**src/rtl/dct_block_collector.sv**
```systemverilog
// Collects 64-coefficient blocks from the dct output, requantizes them to the idct
// input format, and replays them as a valid/ready stream through two ping-pong banks.
module dct_block_collector #(
  parameter int BitWidth = 31,
  parameter int QBits    = 14,
  parameter int BlockLen = 64
) (
  input  logic              clk,
  input  logic              reset,
  input  logic              done,
  input  logic [BitWidth:0] din,
  output logic              out_valid,
  input  logic              out_ready,
  output logic [BitWidth:0] out_data,
  output logic              out_last,
  output logic              overflow,
  output logic              short_blk,
  output logic [15:0]       blk_count
);

  localparam int IdxW = (BlockLen > 1) ? $clog2(BlockLen) : 1;
  localparam logic [IdxW-1:0] LastIdx = IdxW'(BlockLen - 1);

  typedef enum logic [1:0] {IDLE, CAPT, HOLD, DROP} state_t;

  state_t            state_r;
  logic [BitWidth:0] mem_r [2][BlockLen];
  logic [1:0]        full_r;
  logic              wr_ptr_r, rd_ptr_r, done_prev_r;
  logic [IdxW-1:0]   cnt_r, rd_idx_r;
  logic              out_valid_r, out_last_r, overflow_r, short_r;
  logic [BitWidth:0] out_data_r;
  logic [15:0]       blk_count_r;

  logic              hs_s, free_s, rd_ptr_nxt_s, start_s, we_s, set_s, valid_nxt_s;
  logic [IdxW-1:0]   rd_idx_nxt_s, widx_s;
  logic [1:0]        full_freed_s, full_nxt_s;

  function automatic logic [BitWidth:0] requant(input logic [BitWidth:0] w);
    return {{(BitWidth + 1 - QBits){w[BitWidth]}}, w[BitWidth -: QBits]};
  endfunction

  // Read side: handshake, bank release and next read position.
  always_comb begin
    hs_s   = out_valid_r && out_ready;
    free_s = hs_s && (rd_idx_r == LastIdx);
    if (free_s) begin
      rd_idx_nxt_s = {IdxW{1'b0}};
    end else if (hs_s) begin
      rd_idx_nxt_s = rd_idx_r + IdxW'(1);
    end else begin
      rd_idx_nxt_s = rd_idx_r;
    end
    rd_ptr_nxt_s = rd_ptr_r ^ free_s;
    full_freed_s = full_r;
    if (free_s) begin
      full_freed_s[rd_ptr_r] = 1'b0;
    end else begin
      full_freed_s = full_r;
    end
  end

  // Write side: a bank freed this cycle is already available to a starting block.
  always_comb begin
    start_s = (state_r == IDLE) && done && !done_prev_r;
    we_s    = 1'b0;
    widx_s  = cnt_r;
    set_s   = 1'b0;
    case (state_r)
      IDLE: begin
        if (start_s && !full_freed_s[wr_ptr_r]) begin
          we_s   = 1'b1;
          widx_s = {IdxW{1'b0}};
        end else begin
          we_s = 1'b0;
        end
      end
      CAPT: begin
        if (done) begin
          we_s  = 1'b1;
          set_s = (cnt_r == LastIdx);
        end else begin
          we_s = 1'b0;
        end
      end
      default: we_s = 1'b0;
    endcase
    full_nxt_s = full_freed_s;
    if (set_s) begin
      full_nxt_s[wr_ptr_r] = 1'b1;
    end else begin
      full_nxt_s = full_freed_s;
    end
    valid_nxt_s = full_nxt_s[rd_ptr_nxt_s];
  end

  // Coefficient storage, requantized on the way in.
  always_ff @(posedge clk) begin
    if (we_s) begin
      mem_r[wr_ptr_r][widx_s] <= requant(din);
    end
  end

  // Capture FSM, bank bookkeeping and registered stream outputs.
  always_ff @(posedge clk or negedge reset) begin
    if (!reset) begin
      state_r     <= IDLE;
      full_r      <= 2'b00;
      wr_ptr_r    <= 1'b0;
      rd_ptr_r    <= 1'b0;
      cnt_r       <= {IdxW{1'b0}};
      rd_idx_r    <= {IdxW{1'b0}};
      done_prev_r <= 1'b1;
      out_valid_r <= 1'b0;
      out_last_r  <= 1'b0;
      out_data_r  <= {(BitWidth + 1){1'b0}};
      overflow_r  <= 1'b0;
      short_r     <= 1'b0;
      blk_count_r <= 16'd0;
    end else begin
      done_prev_r <= done;
      full_r      <= full_nxt_s;
      rd_ptr_r    <= rd_ptr_nxt_s;
      rd_idx_r    <= rd_idx_nxt_s;
      out_valid_r <= valid_nxt_s;
      out_last_r  <= valid_nxt_s && (rd_idx_nxt_s == LastIdx);
      out_data_r  <= valid_nxt_s ? mem_r[rd_ptr_nxt_s][rd_idx_nxt_s] : {(BitWidth + 1){1'b0}};
      overflow_r  <= 1'b0;
      short_r     <= 1'b0;
      case (state_r)
        IDLE: begin
          if (start_s && full_freed_s[wr_ptr_r]) begin
            state_r    <= DROP;
            overflow_r <= 1'b1;
          end else if (start_s) begin
            state_r <= CAPT;
            cnt_r   <= IdxW'(1);
          end else begin
            state_r <= IDLE;
          end
        end
        CAPT: begin
          if (done && set_s) begin
            state_r     <= HOLD;
            wr_ptr_r    <= ~wr_ptr_r;
            blk_count_r <= blk_count_r + 16'd1;
            cnt_r       <= {IdxW{1'b0}};
          end else if (done) begin
            cnt_r <= cnt_r + IdxW'(1);
          end else begin
            state_r <= IDLE;
            short_r <= 1'b1;
            cnt_r   <= {IdxW{1'b0}};
          end
        end
        HOLD, DROP: begin
          if (!done) begin
            state_r <= IDLE;
          end else begin
            state_r <= state_r;
          end
        end
        default: state_r <= IDLE;
      endcase
    end
  end

  assign out_valid = out_valid_r;
  assign out_data  = out_data_r;
  assign out_last  = out_last_r;
  assign overflow  = overflow_r;
  assign short_blk = short_r;
  assign blk_count = blk_count_r;

endmodule

```
**config.mk**
```make
export PLATFORM = sky130hd
export DESIGN_NAME = dct_block_collector
export DESIGN_NICKNAME = d
export VERILOG_FILES = /design/src/rtl/dct_block_collector.sv
export SDC_FILE = /design/constraint.sdc
export NUM_CORES = 2
export LEC_CHECK = 0
export ABC_AREA = 1
export CAP_MARGIN = 20
export CELL_PAD_IN_SITES_DETAIL_PLACEMENT = 0
export CELL_PAD_IN_SITES_GLOBAL_PLACEMENT = 1
export CORE_ASPECT_RATIO = 0.8
export CORE_MARGIN = 3
export CORE_UTILIZATION = 48
export CTS_BUF_LIST = sky130_fd_sc_hd__clkbuf_8
export CTS_CLUSTER_SIZE = 24
export DETAILED_ROUTE_END_ITERATION = 8
export GPL_ROUTABILITY_DRIVEN = 0
export PLACE_DENSITY = 0.86
export SLEW_MARGIN = 10
export SYNTH_ARGS = -nofsm -noshare
export SYNTH_HDL_FRONTEND = slang
export SYNTH_SLANG_ARGS = --single-unit
```
**constraint.sdc**
```tcl
create_clock -name clk -period 3.4 [get_ports clk]
set_input_delay 0.85 -clock clk [delete_from_list [all_inputs] [get_ports clk]]
set_output_delay 0.85 -clock clk [all_outputs]
set_load 0.05 [all_outputs]
```
-- Word level (Yosys, flattened, before mapping)
Memory sizes are Yosys's and may differ from the RTL's.
Cells that the tools add are included.
Widths: inputs -> output; s select.
- bits in writable memories: 4096
- memories: 1
- output and inout port bits: 52
- bits of input ports: 36
- register bits: 71
- word-level logic and storage cells: 100
- bitwise logic cells: 7
- order comparisons: 8
- reductions and logical operators: 18
- multiplexer cells: 42
- add/sub/neg operators: 3
- eq/ne operators: 8
- memory list (name ; words ; width ; read ports ; clocked after Yosys merged registers in ; write ports ; line ; text):
    mem_r ; 2 ; 2048 ; 1 ; 0 ; 1 ; 27 ; logic [BitWidth:0] mem_r [2][BlockLen];
- operators with widths (operator ; count):
    $mux 2048 ; 1
    $bmux 32 s6 ; 1
    $demux 32 s6 ; 1
    $mux 32 ; 4
    $mux 6 ; 8
    $eq 6x6->1 const B ; 3
    $mux 1 ; 17
    $add 16x1->16 const B ; 1
    $ge 7x7->1 const B ; 2
    $not 6->7 ; 2
    $add 6x1->6 const B ; 2
    $pmux 6 s2 ; 1
    $logic_and 1x1->1 ; 11
    $mux 2 ; 5
    $lt 7x1->1 const B ; 1
    $lt 1x2->1 const B ; 3
    $pmux 2 s3 ; 1
    $eq 2x2->1 const B ; 2
    $ne 2x2->1 const B ; 2
    $reduce_and 3->1 ; 1
    $and 2x2->2 ; 1
    $demux 1 s1 ; 2
    $eq 2x1->1 const B ; 1
    $ge 1x1->1 const B ; 2
    10 further kinds ; 11

-- Depth between registers and ports, before layout
- word-level depth: 19
- depth in mapped cells: 19
- gate-level depth less buffers: 17

-- Least setup slack after synthesis
No wires, ideal clock.
- path kind: input to register
- start: input port out_ready
- end: memory mem_r[0][1984] (netlist bit) (enable)
- stages: 12
- library setup time: 403 ps
- data arrival time: 3211 ps
- buffers on the path: 1
- slack: -214 ps
- required time: 2997 ps
- path through: nand2_2 nor2_2 nand2_2 o21ai_1 or2_1 nand3_2 buf_4 nand2_1 nand3_1 inv_1 nand2_1 nor3_1
- cells in the longest elaborated chain, start to end: 15
- elaborated cells on any way between the ends: 19
- classes of those cells: order compare (2); mux (11); bitwise (1); reduce/logical (5)
- ends and longest elaborated chain (what ; line ; text):
    start: declaration ; 13 ; input logic out_ready,
    $logic_and 1x1->1 (*) ; 45 ; hs_s = out_valid_r && out_ready;
    $logic_and 1x1->1 (*) ; 46 ; free_s = hs_s && (rd_idx_r == LastIdx);
    $mux 2 (*) ; 56 ; if (free_s) begin
    $mux 1 (implied by the code) (*) (2 in series) ; 71 ; if (start_s && !full_freed_s[wr_ptr_r]) begin
    $logic_not 1->1 (*) ; 71 ;
    $logic_and 1x1->1 (*) ; 71 ;
    $mux 6 ; 71 ;
    $mux 6 ; 69 ; case (state_r)
    $not 6->7 (implied by the code) ; 100 ; mem_r[wr_ptr_r][widx_s] <= requant(din);
    $ge 7x7->1 (implied by the code) or $lt 7x1->1 (tied branches) ; 100 ;
    $logic_and 1x1->1 (implied by the code) ; 100 ;
    $mux 32 (implied by the code) ; 100 ;
    $demux 32 s6 ; 100 ;
    $mux 2048 (implied by the code) (*) ; 100 ;
    end: declaration ; 27 ;
Every way passes the cells marked *; elsewhere a longest branch is shown, timed or not. The select of a mux whose other input is x is not followed.

-- Worst setup path in the final report
- start: register out_valid_r, in the netlist out_valid
- end: register out_data_r[0], in the netlist out_data[0]
- cells in the longest elaborated chain, start to end: 8
- elaborated cells on any way between the ends: 16
- classes of those cells: mux (10); bitwise (3); reduce/logical (2); memory (1)
- ends and longest elaborated chain (what ; line ; text):
    start: declaration ; 31 ; logic out_valid_r, out_last_r, overflow_r, short_r;
    start signal: assignment ; 125 ; out_valid_r <= valid_nxt_s;
    $logic_and 1x1->1 (*) ; 45 ;
    $logic_and 1x1->1 or $mux 6 (tied branches) ; 46, 49 ;
    $xor 1x1->1 (tied with other cells) ; 54 ; rd_ptr_nxt_s = rd_ptr_r ^ free_s;
    $mem_v2 2x2048 (tied with other cells) ; n/a ;
    $bmux 32 s6 or $mux 2 (tied branches) ; 127, 89 ;
    $mux 32 (implied by the code) or $mux 1 (tied branches) (2 in series) ; 127, 94 ;
    $mux 32 (*) ; 127 ; out_data_r <= valid_nxt_s ? mem_r[rd_ptr_nxt_s][rd_idx_nxt_s] : {(BitWidth + 1){1'b0}};
    end signal: assignment ; 116 ; out_data_r <= {(BitWidth + 1){1'b0}};
    end signal: assignment ; 127 ;
    end: declaration ; 32 ; logic [BitWidth:0] out_data_r;
Marked as above.
A chain may end at the register's enable or synchronous reset.

==> results.toml <==
[power]
p_per_area_nw_per_um2 = 479.3
power.total_w = 0.04291
p_leak_nw = 32.29
ir_worst_vdd_uv = 396.0

[setup_path]
critical_path_required_ns = 4.26
worst_ep_arrival_time_ns = 4.14
critical_path_class = "reg -> reg"
end_kind = "register"
start_kind = "register"
path_max_fanout = 63
ff2ff_path_depth = 15

[placed_design]
placed_area_um2 = 84460
preCtsSetupSlack_ns = -0.8080
io_buffers = 69
dp_hpwl_um = 129900

[detailed_routing]
wl_um = 217300
drt_iter0_markers = 7429
ant_nets = 0
dr.pass1.iters = 6
avgViaCountPerCell = 5.880
vias = 54187
wire_per_inst_um = 23.57
drc = 0

[timing]
fin_crit_sh_pct = 96.43
clock_skew_ns = 0.06151
fmax_mhz = 305.0
fin_crit_ns = 3.279
rsz0062_at_grt = "no"
worst_slack_ns = 0.1213
whs_ns = 0.09577
worst_pin_slew_ns = 1.020
hold_viol_final = 0
relSlewSlack_pct = 31.99
tns_ns = 0
slew_viol_final = 0
setup_viol = 0

[cts]
htreeDepth = 5
clockBufferDepth = 4
cts_tree = "yes"
path_clk_slew_ns = 0.06
clock-sinks = 1845
cts_buffers = 294
cts-root-buf = "clkbuf_8"
clk_latency_ns = 1.04

[die]
initial_core_util_pct = 48.52
die_h_um = 363.2
ios = 88
die_x_um = 452.5
die_area_um2 = 164400
core_area_um2 = 157800
placementRows = 130

[status]
status = "complete, no violations"

[synthesis]
synth_seq_cells = 1845
yosysSeqAreaShare_pct = 72.02
synth_cell_type_count = 34
synth_warnings = 0
syn_nets = 6535
synth-edff-count = 1792
syn-cell-area_um2 = 76560
post-synth-top-count-cell = "nand3_1"
netlist.top_cell.by_area = "edfxtp_1"
syn_area_per_cell_um2 = 11.79
synth_flop_cell = "edfxtp_1"
yosysTopAreaCellShare_pct = 70.29
synthesis.instances = 6496
ys_async_sr_fraction_pct = 2.873
synth_common_cells = "nand3_1 (2233), edfxtp_1 (1792), nand2_1 (1358)"
synth_area_leaders = "edfxtp_1 (70%), nand3_1 (15%), nand2_1 (6.7%), dfrtp_1 (1.7%), buf_2 (1.6%)"

[finish]
fin_area_um2 = 89510
syn2layout_area_growth_pct = 16.92
drive_gt1_share_pct = 13.59
fin_nets = 6947

[run]
cap_viol_max_count = 0

[grt]
grt_pass1_vias = 50888
grt.overflow.total = 0
antenna_found_initial = 4
grt_first_pass_wirelength_um = 322400
grt_max_degree = 129
grt_use_total_pct = 26.07

[hold_path]
whs_path_depth = 1
hp-class = "in -> reg"
layout make-up:
cell class	count	area, µm²
Fill cell	12580	68270
Sequential cell	1845	55140
Multi-Input combinational cell	3935	18410
Clock inverter	173	772.0
Clock buffer	310	4267
Timing Repair Buffer	614	7405
Tap cell	2112	2643
Inverter	218	845.8
Antenna cell	9	22.52
worst paths after layout:
kind,slack [ns],startpoint,to
min in group asynchronous,0.46,reset,blk_count[3]
hold reg to reg,0.48,blk_count[15],blk_count[15]
setup / recovery,0.12,out_valid,out_data[0]
setup reg to reg,0.12,out_valid,out_data[0]
hold / removal,0.1,din[21],mem_r[0][1123]
max in group asynchronous,2.28,reset,wr_ptr_r
per-stage QoR:
stage	std cells	util (%)
2_1_floorplan	6496	-
5_1_grt	9211	56.72
4_1_cts	9207	56.71
6_report	9216	56.73
3_3_place_gp	8723	53.53
3_5_place_dp	8723	53.53
registers in the layout (all words and copies together) (netlist names), 2 cells and up:
signal / flops
cnt_r: 6
rd_idx_r: 6
out_data: 14
blk_count: 16
mem_r: 1792
full_r: 2
state_r: 2
cells in the final DEF (no fill, tap or decap), types with 56 or more instances in the layout:
master	count
nand3_1	2233
edfxtp_1	1792
nand2_1	1357
buf_4	344
clkbuf_8	310
inv_1	297
buf_12	214
nor2_1	143
o211ai_1	84
clkinv_1	56
timing repair:
item,in CTS,in global routing
hold buffers,1,0
gates cloned,0,0
hold endpoints to repair,52,0
gates resized for setup,19,3
buffers inserted,0,0
setup endpoints to repair,19,211
pin swaps,0,0
per-layer routing:
layer | vias up | global-route usage (%) | part of all wire (%)
met5 | - | 0 | 0.0060
met4 | 2 | 8.788 | 3.1
met3 | 406 | 5.964 | 13
met2 | 3321 | 38.67 | 45
met1 | 26259 | 38.06 | 40
li1 | 24199 | - | -
worst max-delay path, cell delays in order (launching register included):
cell,delay (ns)
dfrtp_1,0.49
nand2_2,0.16
buf_4,0.13
nor3_2,0.04
buf_4,0.15
nor2_4,0.19
buf_4,0.24
buf_12,0.31
buf_12,0.31
nand3_1,0.12
nand3_1,0.10
nand3_1,0.16
nand3_1,0.11
nand3_1,0.11
a21oi_1,0.33
nor2_1,0.09
logic make-up after synthesis:
logic type	count (synthesis)	share of synthesized area, %
DFF	1845	72.02
buffers and inverters	716	4.166
and+or+nand+nor	3800	22.52
AOI/OAI and AO/OA	113	1.025
adders and majority gates	3	0.04904
xor gates and xnor gates	19	0.2174
where the power goes:
| part | switching, W | internal (W) |
|---|---|---|
| clock | 0.00839 | 0.00857 |
| sequential | 0.0000287 | 0.0250 |
| combinational | 0.000714 | 0.000198 |
No activity file was read; power rests on OpenSTA's default activity.
